**config.mk**
```make
export PLATFORM = sky130hd
export DESIGN_NAME = code_lock_fsm
export DESIGN_NICKNAME = d
export VERILOG_FILES = /design/src/rtl/code_lock_fsm.sv
export SDC_FILE = /design/constraint.sdc
export NUM_CORES = 1
export LEC_CHECK = 0
export CAP_MARGIN = 20
export CORE_MARGIN = 2
export CORE_UTILIZATION = 46
export DETAILED_ROUTE_END_ITERATION = 10
export PLACE_DENSITY = 0.76
export SYNTH_ARGS = -nofsm -noshare
export SYNTH_HDL_FRONTEND = slang
export SYNTH_SLANG_ARGS = --single-unit
```
**constraint.sdc**
```tcl
create_clock -name clk -period 1.4 [get_ports clk]
set_input_delay 0.35 -clock clk [delete_from_list [all_inputs] [get_ports clk]]
set_output_delay 0.35 -clock clk [all_outputs]
set_load 0.03 [all_outputs]
```
**src/rtl/code_lock_fsm.sv**
```systemverilog
// Serial-entry code lock: MSB-first bit shift-in, compare on enter, UNLOCK on match, ALARM lockout after MAX_TRIES misses.
// Latency: registered Moore outputs update on the clock edge that samples the input, which is a 1-cycle latency.
// Backpressure: none. Inputs are ignored where they have no effect. Define ALARM_TIMER_EN to require ALARM_CYCLES in ALARM before clear_alarm.
module code_lock_fsm #(
    parameter int                    CODE_WIDTH   = 8,
    parameter logic [CODE_WIDTH-1:0] CODE         = 8'hA5,
    parameter int                    MAX_TRIES    = 3,
    parameter int                    ALARM_CYCLES = 16
) (
    input  logic       clk,
    input  logic       reset_L,
    input  logic       bit_valid,
    input  logic       bit_in,
    input  logic       enter,
    input  logic       clear_alarm,
    output logic       unlocked,
    output logic       alarm,
    output logic [1:0] try_count,
    output logic [1:0] state
);

    typedef enum logic [1:0] {
        IDLE    = 2'd0,
        COLLECT = 2'd1,
        UNLOCK  = 2'd2,
        ALARM   = 2'd3
    } state_t;

    localparam int                CNT_W    = $clog2(CODE_WIDTH + 1);
    localparam logic [CNT_W-1:0]  CNT_FULL = CNT_W'(CODE_WIDTH);
    localparam logic [1:0]        MAX_T    = 2'(MAX_TRIES);

    state_t                  cur_st, nxt_st;
    logic [CODE_WIDTH-1:0]   shreg, shreg_nxt;
    logic [CNT_W-1:0]        bit_cnt, cnt_nxt;
    logic [1:0]              try_nxt;
    logic [1:0]              try_inc;
    logic                    match;
    logic                    alarm_exit;

`ifdef ALARM_TIMER_EN
    localparam int               TMR_W   = $clog2(ALARM_CYCLES + 1);
    localparam logic [TMR_W-1:0] TMR_MAX = TMR_W'(ALARM_CYCLES);

    logic [TMR_W-1:0] alarm_tmr;

    // Timer is zero outside ALARM, so it is already clear on the entry and exit edges.
    always_ff @(posedge clk or negedge reset_L) begin
        if (!reset_L) begin
            alarm_tmr <= '0;
        end else if (cur_st == ALARM && nxt_st == ALARM) begin
            if (alarm_tmr != TMR_MAX) begin
                alarm_tmr <= alarm_tmr + 1'b1;
            end
        end else begin
            alarm_tmr <= '0;
        end
    end

    assign alarm_exit = clear_alarm && (alarm_tmr == TMR_MAX);
`else
    assign alarm_exit = clear_alarm;
`endif

    assign match   = (bit_cnt == CNT_FULL) && (shreg == CODE);
    assign try_inc = try_count + 2'd1;
    assign state   = cur_st;

    always_ff @(posedge clk or negedge reset_L) begin
        if (!reset_L) begin
            cur_st    <= IDLE;
            shreg     <= '0;
            bit_cnt   <= '0;
            try_count <= 2'd0;
            unlocked  <= 1'b0;
            alarm     <= 1'b0;
        end else begin
            cur_st    <= nxt_st;
            shreg     <= shreg_nxt;
            bit_cnt   <= cnt_nxt;
            try_count <= try_nxt;
            unlocked  <= (nxt_st == UNLOCK);
            alarm     <= (nxt_st == ALARM);
        end
    end

    always_comb begin
        nxt_st    = cur_st;
        shreg_nxt = shreg;
        cnt_nxt   = bit_cnt;
        try_nxt   = try_count;
        case (cur_st)
            IDLE, COLLECT: begin
                // enter has priority: a bit arriving with enter is dropped
                if (enter) begin
                    shreg_nxt = '0;
                    cnt_nxt   = '0;
                    if (match) begin
                        nxt_st  = UNLOCK;
                        try_nxt = 2'd0;
                    end else begin
                        try_nxt = try_inc;
                        nxt_st  = (try_inc == MAX_T) ? ALARM : IDLE;
                    end
                end else if (bit_valid) begin
                    nxt_st = COLLECT;
                    if (bit_cnt < CNT_FULL) begin
                        shreg_nxt = {shreg[CODE_WIDTH-2:0], bit_in};
                        cnt_nxt   = bit_cnt + 1'b1;
                    end
                end
            end
            UNLOCK: begin
                if (enter) begin
                    nxt_st = IDLE;
                end
            end
            ALARM: begin
                if (alarm_exit) begin
                    nxt_st  = IDLE;
                    try_nxt = 2'd0;
                end
            end
            default: begin
                nxt_st = IDLE;
            end
        endcase
    end

endmodule

```
==> flow_metrics.env, run 1 <==
export IMPL_clock_root_cell="sky130_fd_sc_hd__clkbuf_4"
export IMPL_power_ir_vdd_worst_mv=1.04
export IMPL_fin_skew_ns=0.00198
export IMPL_area_growth_pct=31.7
export IMPL_worstReg2RegEnd="bit_cnt[2]$_DFFE_PN0P_"
export IMPL_grt_met2_use_pct=22.2
export IMPL_detail_route_antenna_nets=0
export IMPL_synth_top_area_share_pct=52.9
export IMPL_asyncSetResetFlopFracSynth_pct=100
export IMPL_die_height_um=47.0
export IMPL_tightestPinTransition_ns=0.297
export IMPL_regToRegStartpoint="bit_cnt[0]$_DFFE_PN0P_"
export IMPL_design_core_area_um2=1730
export IMPL_critPathTopFamily="buffers and inverters"
export IMPL_rows=15
export IMPL_synth_area_um2=852
export IMPL_report_final_slew_viol_count=0
export IMPL_grt_first_pass_wirelength_mm=2.50
export IMPL_drt_initial_drc_count=16
export IMPL_cts_sinks=18
export IMPL_mapped_nets=78
export IMPL_globalRouteMet3Util_pct=3.46
export IMPL_via_count_of_the_first_global_routing_pass=557
export IMPL_design_final_nets=106
export IMPL_nature_of_the_critical_path_endpoint="primary output"
export IMPL_globalRouteOverflowTotal=0
export IMPL_hpwlAfterDp_mm=1.05
export IMPL_clk_latency_ns=0.28
export IMPL_synth_seq_area_share_pct=52.9
export IMPL_critPathLaunchType="flip-flop"
export IMPL_initial_utilization_pct=49.3
export IMPL_pwr_density_cell_nw_per_um2=1720
export IMPL_clockBufferDepth=2
export IMPL_required_ns=1.05
export IMPL_num_io_pins=12
export IMPL_worst_r2r_cell_count=6
export IMPL_crit_chain="dlygate4sd2_1"
export IMPL_slew_headroom_pct=80.3
export IMPL_dp_cells=114
export IMPL_finalWorstPathRequiredPeriod_ns=1.34
export IMPL_register_clock_pin_slew_on_the_reported_worst_setup_and_hold_paths_ns=0.10
export IMPL_post_route_period_util_pct=96.0
export IMPL_number_of_storage_elements_in_the_synthesis_netlist=18
export IMPL_power_leakage_nw=0.556
export IMPL_initial_antenna_violation_count=0
export IMPL_finalSetupViolCount=0
export IMPL_cpPeakStageDelay_ns=0.39
export IMPL_yosysUniqueCellTypes=27
export IMPL_avg_vias_per_cell=5.10
export IMPL_drt_first_pass_iters=4
export IMPL_routedWlPerCell_um=12.5
export IMPL_grt_start_max_net_pins=19
export IMPL_gr_max_usage_layer="met1"
export IMPL_timing_reg2reg_setup_slack_ns=0.07
export IMPL_ys_flop_type="sky130_fd_sc_hd__dfrtp_1"
export IMPL_worst_ep_arrival_time_ns=0.99
export IMPL_diodes_inserted=0
export IMPL_run_status="finished clean"
export IMPL_dieWidth_um=47.0
export IMPL_die_area_um2=2210
export IMPL_drive_above_1_share_pct=32.3
export IMPL_synth_edf_count=0
export IMPL_final_core_utilization_pct=65.0
export IMPL_synthesis_yosys_warnings=0
export IMPL_synthesis_area_per_instance_um2=12.3
export IMPL_report_power_total_mw=1.94
export IMPL_cp_max_fo=1
export IMPL_worst_setup_path_type="flip-flop to primary output"
export IMPL_grt_util_met1_pct=24.9
export IMPL_detail_route_drc_violations=0
export IMPL_timing_setup_tns_ns=0
export IMPL_cpMaxStageDelayCell="sky130_fd_sc_hd__dlygate4sd2_1"
export IMPL_post_synth_most_frequent_cells="sky130_fd_sc_hd__dfrtp_1 (18), sky130_fd_sc_hd__a22o_1 (11), sky130_fd_sc_hd__nor2_1 (4)"
export IMPL_yosysMostFrequentCell="sky130_fd_sc_hd__dfrtp_1"
export IMPL_synthCells=69
export IMPL_place_congestion=0.777
export IMPL_fillers=142
export IMPL_detailroute_via_count=617
export IMPL_max_cap_violations=0
export IMPL_cts_buffers=3
export IMPL_fmax_ghz=0.744
export IMPL_htreeDepth=1
export IMPL_grtUsageTotal_pct=16.3
export IMPL_rsz_0062_raised_after_global_routing="no"
export IMPL_min_delay_path_class="input port to asynchronous set/reset pin"
export IMPL_yosys_area_top_type="sky130_fd_sc_hd__dfrtp_1"
export IMPL_fin_cells=121
export IMPL_routed_wirelength_mm=1.51
export IMPL_synth_area_leaders="sky130_fd_sc_hd__dfrtp_1 (53%), sky130_fd_sc_hd__a22o_1 (11%), sky130_fd_sc_hd__ha_1 (4.4%)"
export IMPL_io_buffer_count=11
export IMPL_tritoncts="built"
export IMPL_number_of_buffers_and_inverters_on_the_critical_path=1
export IMPL_hold_viol=0
-- power by group --
group | total [mW] | switching (mW) | internal (mW)
clock | 0.310 | 0.152 | 0.158
sequential | 0.729 | 0.0948 | 0.634
combinational | 0.897 | 0.460 | 0.437
-- layer usage --
layer | share of wire, % | up-vias
met2 | 46 | 6
met3 | 2.2 | 2
met1 | 51 | 300
met5 | 0 | -
met4 | 0.79 | 0
li1 | - | 309
-- worst max-delay path by stage --
stage | cells after the start | startpoint | to | slack, ns
floorplan | 5 | bit_cnt[0]$_DFFE_PN0P_ | state[0]$_DFF_PN0_ | 0.06
global placement | 4 | enter | bit_cnt[0]$_DFFE_PN0P_ | -0.27
detailed placement | 4 | enter | bit_cnt[0]$_DFFE_PN0P_ | -0.30
CTS | 4 | enter | bit_cnt[0]$_DFFE_PN0P_ | 0.007
global route | 1 | unlocked$_DFF_PN0_ | unlocked | 0.01
finish | 1 | alarm$_DFF_PN0_ | alarm | 0.06
-- cell type report --
type | count | area [um2] | area share [%]
well taps | 25 | 31.3 | 2.79
multi-input cells | 46 | 384 | 34.2
flip-flops and latches | 18 | 452 | 40.2
clock buffers | 4 | 36.3 | 3.23
repair buffers | 25 | 208 | 18.5
inverters | 3 | 11.3 | 1.00
-- layout by cell type, fill, tap and decap left out, types with 2 or more instances in the layout --
cell | synthesis | routed
sky130_fd_sc_hd__a22o_1 | 11 | 11
sky130_fd_sc_hd__buf_4 | 0 | 16
sky130_fd_sc_hd__nand3_1 | 3 | 3
sky130_fd_sc_hd__nand3b_1 | 2 | 2
sky130_fd_sc_hd__o21ai_0 | 2 | 2
sky130_fd_sc_hd__ha_1 | 3 | 2
sky130_fd_sc_hd__mux2i_1 | 2 | 2
sky130_fd_sc_hd__o31ai_1 | 2 | 2
sky130_fd_sc_hd__nor2_1 | 4 | 4
sky130_fd_sc_hd__clkdlybuf4s50_1 | 0 | 4
sky130_fd_sc_hd__nand2_1 | 2 | 2
sky130_fd_sc_hd__clkbuf_4 | 0 | 3
sky130_fd_sc_hd__inv_1 | 3 | 2
sky130_fd_sc_hd__dfrtp_1 | 18 | 17
-- state kept, by name (all words and copies together) (netlist names) --
| register | count |
|---|---|
| shreg | 8 |
| bit_cnt | 4 |
| state | 2 |
| try_count | 2 |
| alarm | 1 |
| unlocked | 1 |
-- cells by family after synthesis --
kind of cell               synth area share (%)
and+or+nand+nor                            18.1
buffers and inverters                      2.50
AOI/OAI and AO/OA                          18.5
muxes                                      3.67
DFF                                        52.9
adders and majority gates                  4.41
-- stage by stage --
stage	instance area, um2	setup WS [ns]	hold slack [ns]
global route	1120	0.0107	0.407
global placement	1060	-0.270	0.491
floorplan	852	0.0627	0.0544
CTS	1100	0.00685	0.380
detailed placement	1060	-0.295	0.497
finish	1120	0.0554	0.378
-- timing repair --
action / 4_1_cts / 5_1_grt
setup buffers: 1 / 2
resized for setup: 7 / 5
hold buffers: 0 / 0
endpoints found under the setup margin: 6 / 19
pin swaps: 1 / 1
Note: power is estimated with default switching activity, not from simulation.
==> run 2: changes to the inputs <==
PLACE_DENSITY = 0.83   (was 0.76)
SETUP_SLACK_MARGIN = 0.15   (was not set)
==> flow_metrics.env, run 2 (synthesized netlist as in run 1, its figures left out) <==
export IMPL_largest_register_ffs=8
export IMPL_registers_with_the_most_flip_flops="shreg (8), bit_cnt (4)"
export IMPL_finalSetupViolCount=0
export IMPL_power_ir_vdd_worst_mv=0.997
export IMPL_design_core_area_um2=1730
export IMPL_drt_first_pass_iters=4
export IMPL_ff_latch_area_um2=454
export IMPL_rsz_0062_raised_after_global_routing="yes"
export IMPL_rows=15
export IMPL_routedWlPerCell_um=13.4
export IMPL_cp_max_fo=6
export IMPL_drt_initial_drc_count=18
export IMPL_max_cap_violations=0
export IMPL_critPathLaunchType="flip-flop"
export IMPL_fin_cells=121
export IMPL_diodes_inserted=0
export IMPL_slew_headroom_pct=83.0
export IMPL_pwr_density_cell_nw_per_um2=1720
export IMPL_report_final_slew_viol_count=0
export IMPL_via_count_of_the_first_global_routing_pass=607
export IMPL_cts_buffers=3
export IMPL_hold_viol=0
export IMPL_report_power_total_mw=1.98
export IMPL_avg_vias_per_cell=5.21
export IMPL_htreeDepth=1
export IMPL_worst_ep_arrival_time_ns=1.48
export IMPL_die_height_um=47.0
export IMPL_grtUsageTotal_pct=17.3
export IMPL_place_congestion=0.786
export IMPL_initial_utilization_pct=49.3
export IMPL_design_final_nets=106
export IMPL_globalRouteOverflowTotal=0
export IMPL_run_status="finished clean"
export IMPL_die_area_um2=2210
export IMPL_reg_with_most_ffs="shreg"
export IMPL_final_common_cell="sky130_fd_sc_hd__dfrtp_1"
export IMPL_grt_start_max_net_pins=19
export IMPL_grt_first_pass_wirelength_mm=2.63
export IMPL_detail_route_drc_violations=0
export IMPL_io_buffer_count=11
export IMPL_post_route_period_util_pct=95.0
export IMPL_min_delay_path_class="input port to flip-flop"
export IMPL_worst_setup_path_type="flip-flop to flip-flop"
export IMPL_fillers=138
export IMPL_hpwlAfterDp_mm=1.13
export IMPL_clockBufferDepth=2
export IMPL_power_leakage_nw=0.565
export IMPL_dp_cells=111
export IMPL_nature_of_the_critical_path_endpoint="flip-flop"
export IMPL_fin_skew_ns=0.00134
export IMPL_timing_reg2reg_setup_slack_ns=0.07
export IMPL_required_ns=1.55
export IMPL_multiInputGateArea_um2=410
export IMPL_area_growth_pct=34.8
export IMPL_detail_route_antenna_nets=0
export IMPL_routed_wirelength_mm=1.62
export IMPL_finalWorstPathRequiredPeriod_ns=1.33
export IMPL_tightestPinTransition_ns=0.254
export IMPL_num_io_pins=12
export IMPL_drive_above_1_share_pct=37.5
export IMPL_detailroute_via_count=630
export IMPL_tritoncts="built"
export IMPL_dieWidth_um=47.0
export IMPL_initial_antenna_violation_count=0
export IMPL_cts_sinks=18
export IMPL_timing_setup_tns_ns=0
export IMPL_fmax_ghz=0.752
export IMPL_most_frequent_cells_in_the_layout="sky130_fd_sc_hd__dfrtp_1 (15), sky130_fd_sc_hd__buf_4 (14), sky130_fd_sc_hd__a22o_1 (11)"
export IMPL_register_clock_pin_slew_on_the_reported_worst_setup_and_hold_paths_ns=0.10
export IMPL_clk_latency_ns=0.28
export IMPL_clock_root_cell="sky130_fd_sc_hd__clkbuf_4"
[run 2: final timing paths]
kind | from | to | cells after the start
max in group asynchronous | reset_L | state[1]$_DFF_PN0_ | 2
setup / recovery | shreg[2]$_DFFE_PN0P_ | state[0]$_DFF_PN0_ | 4
hold / removal | enter | bit_cnt[2]$_DFFE_PN0P_ | 2
setup reg to reg | shreg[2]$_DFFE_PN0P_ | state[0]$_DFF_PN0_ | 4
min in group asynchronous | reset_L | shreg[5]$_DFFE_PN0P_ | 2
hold reg to reg | shreg[4]$_DFFE_PN0P_ | shreg[5]$_DFFE_PN0P_ | 1
[run 2: critical path, stage by stage, from the launching register on]
cell and delay, ns:
sky130_fd_sc_hd__dfrtp_1 0.39, sky130_fd_sc_hd__or2b_1 0.28, sky130_fd_sc_hd__nor4_4 0.26, sky130_fd_sc_hd__buf_4 0.18
sky130_fd_sc_hd__o211ai_1 0.10
[run 2: power breakdown]
| part | internal, mW | switching [mW] | leakage (nW) |
|---|---|---|---|
| registers | 0.640 | 0.0934 | 0.239 |
| clock network | 0.158 | 0.151 | 0.0210 |
| logic | 0.453 | 0.481 | 0.305 |
| total | 1.25 | 0.725 | 0.565 |
[run 2: area by class of cell]
class	instances	area share, %
inverter	3	0.980
sequential	18	39.5
timing repair buffer	25	17.9
clock buffer	4	3.16
tap	25	2.72
multi-input combinational	46	35.7
[run 2: timing repair]
action                     CTS  global route
buffers inserted             6             0
cloned                       0             0
pin swaps                    1             1
gates resized for setup     22             4
hold buffers                 0             0
setup endpoints to repair   22            14
[run 2: through the flow]
| stage | hold slack, ns | setup WS (ns) | utilization (%) | area, um2 |
|---|---|---|---|---|
| 6_report | 0.356 | 0.0704 | 66.5 | 1150 |
| 5_1_grt | 0.359 | 0.0249 | 66.5 | 1150 |
| 4_1_cts | 0.388 | 0.105 | 65.9 | 1140 |
| 3_5_place_dp | 0.494 | -0.270 | 61.3 | 1060 |
| 3_3_place_gp | 0.488 | -0.197 | 61.3 | 1060 |
| 2_1_floorplan | 0.0544 | 0.137 | - | 875 |
[run 2: metal layers]
| metal | GRT usage [%] | vias to the layer above | part of all wire [%] |
|---|---|---|---|
| li1 | - | 310 | - |
| met1 | 21.5 | 303 | 41 |
| met2 | 30.4 | 15 | 54 |
| met3 | 2.31 | 2 | 3.9 |
| met4 | 6.67 | 0 | 0.74 |
| met5 | 0 | - | 0 |
==> run 3: changes to the inputs <==
REMOVE_ABC_BUFFERS = 1   (was not set)
==> flow_metrics.env, run 3 (synthesized netlist as in run 1, its figures left out) <==
export IMPL_clk_latency_ns=0.30
export IMPL_design_core_area_um2=1730
export IMPL_grt_first_pass_wirelength_mm=2.66
export IMPL_drt_first_pass_iters=4
export IMPL_max_cap_violations=0
export IMPL_final_common_cell="sky130_fd_sc_hd__dfrtp_1"
export IMPL_via_count_of_the_first_global_routing_pass=594
export IMPL_ff_latch_area_um2=450
export IMPL_power_leakage_nw=0.594
export IMPL_final_core_utilization_pct=71.1
export IMPL_power_ir_vdd_worst_mv=1.13
export IMPL_min_delay_path_class="input port to asynchronous set/reset pin"
export IMPL_cpPeakStageDelay_ns=0.47
export IMPL_cp_max_fo=6
export IMPL_tightestPinTransition_ns=0.226
export IMPL_fillers=131
export IMPL_place_congestion=0.742
export IMPL_detail_route_drc_violations=0
export IMPL_rsz_0062_raised_after_global_routing="yes"
export IMPL_report_power_total_mw=2.09
export IMPL_report_final_slew_viol_count=0
export IMPL_routedWlPerCell_um=13.5
export IMPL_detailroute_via_count=665
export IMPL_multiInputGateArea_um2=439
export IMPL_drive_above_1_share_pct=41.2
export IMPL_die_area_um2=2210
export IMPL_cpMaxStageDelayCell="sky130_fd_sc_hd__dfrtp_1"
export IMPL_cts_sinks=18
export IMPL_fin_cells=127
export IMPL_initial_utilization_pct=49.3
export IMPL_postLayoutCellArea_um2=1230
export IMPL_clock_root_cell="sky130_fd_sc_hd__clkbuf_4"
export IMPL_critPathLaunchType="flip-flop"
export IMPL_grt_start_max_net_pins=19
export IMPL_io_buffer_count=11
export IMPL_num_io_pins=12
export IMPL_critPathTopFamily="flip-flops"
export IMPL_design_final_nets=112
export IMPL_worst_setup_path_type="flip-flop to primary output"
export IMPL_htreeDepth=1
export IMPL_run_status="finished clean"
export IMPL_die_height_um=47.0
export IMPL_number_of_buffers_and_inverters_on_the_critical_path=1
export IMPL_nature_of_the_critical_path_endpoint="primary output"
export IMPL_detail_route_antenna_nets=0
export IMPL_hold_viol=0
export IMPL_ctsHoldBuffers=0
export IMPL_clockBufferDepth=2
export IMPL_grtUsageTotal_pct=17.7
export IMPL_registers_with_the_most_flip_flops="shreg (8), bit_cnt (4)"
export IMPL_crit_chain="buf_4"
export IMPL_slew_headroom_pct=85.0
export IMPL_reg_with_most_ffs="shreg"
export IMPL_required_ns=1.05
export IMPL_rows=15
export IMPL_whs_ns=0.351
export IMPL_finalSetupViolCount=0
export IMPL_fmax_ghz=0.755
export IMPL_area_growth_pct=44.1
export IMPL_cts_buffers=3
export IMPL_avg_vias_per_cell=5.24
export IMPL_most_frequent_cells_in_the_layout="sky130_fd_sc_hd__dfrtp_1 (18), sky130_fd_sc_hd__buf_4 (15), sky130_fd_sc_hd__a22o_1 (11)"
export IMPL_pwr_density_cell_nw_per_um2=1700
export IMPL_post_route_period_util_pct=94.6
export IMPL_globalRouteOverflowTotal=0
export IMPL_initial_antenna_violation_count=0
export IMPL_fin_skew_ns=0.00623
export IMPL_dieWidth_um=47.0
export IMPL_drt_initial_drc_count=13
export IMPL_diodes_inserted=0
export IMPL_register_clock_pin_slew_on_the_reported_worst_setup_and_hold_paths_ns=0.10
export IMPL_finalWorstPathRequiredPeriod_ns=1.32
export IMPL_placement_cell_area_um2=1080
export IMPL_largest_register_ffs=8
export IMPL_hpwlAfterDp_mm=1.16
export IMPL_routed_wirelength_mm=1.72
export IMPL_tritoncts="built"
export IMPL_dp_cells=117
export IMPL_worst_ep_arrival_time_ns=0.97
[run 3: cell types whose count changed in the layout (fill, tap and decap cells not counted), sizes merged]
cell and delta:
buf +6, dlygate4sd2 +1, dlymetal6s2s -1
[run 3: per-stage QoR]
| step | worst slack [ns] | TNS, ns |
|---|---|---|
| 5_1_grt | 0.0282 | 0 |
| 3_5_place_dp | -0.244 | -3.10 |
| 3_3_place_gp | -0.222 | -2.63 |
| 6_report | 0.0763 | 0 |
| 2_1_floorplan | 0.0627 | 0 |
| 4_1_cts | 0.0972 | 0 |
[run 3: power breakdown]
part           switching (mW)  internal, mW
registers               0.107         0.632
logic                   0.511         0.522
clock network           0.159         0.159
total                   0.777          1.31
[run 3: layout make-up]
class	count	area share, %
Clock buffer	4	2.96
Multi-Input combinational cell	46	35.8
Inverter	3	0.917
Tap cell	25	2.55
Timing Repair Buffer	31	21.1
Sequential cell	18	36.7
[run 3: per-layer routing]
metal,vias up,routed length (um),GRT usage [%]
met5,-,0,0
met4,0,33,8.33
met3,4,48,4.62
met2,10,822,25.5
met1,326,812,24.9
li1,325,-,-
[run 3: final timing paths]
path	endpoint	from	depth (start not counted)	slack, ns
max in group asynchronous	shreg[2]$_DFFE_PN0P_	reset_L	2	0.85
setup reg to reg	state[0]$_DFF_PN0_	shreg[6]$_DFFE_PN0P_	4	0.09
hold reg to reg	shreg[3]$_DFFE_PN0P_	shreg[2]$_DFFE_PN0P_	1	0.53
min in group clk	bit_cnt[2]$_DFFE_PN0P_	enter	2	0.41
setup / recovery	state[0]	state[0]$_DFF_PN0_	1	0.08
hold / removal	state[1]$_DFF_PN0_	reset_L	2	0.35
[run 3: timing repair]
action	4_1_cts	5_1_grt
setup endpoints to repair	21	18
setup buffers	4	1
gates cloned	0	2
pin swaps	2	4
gates resized for setup	24	14
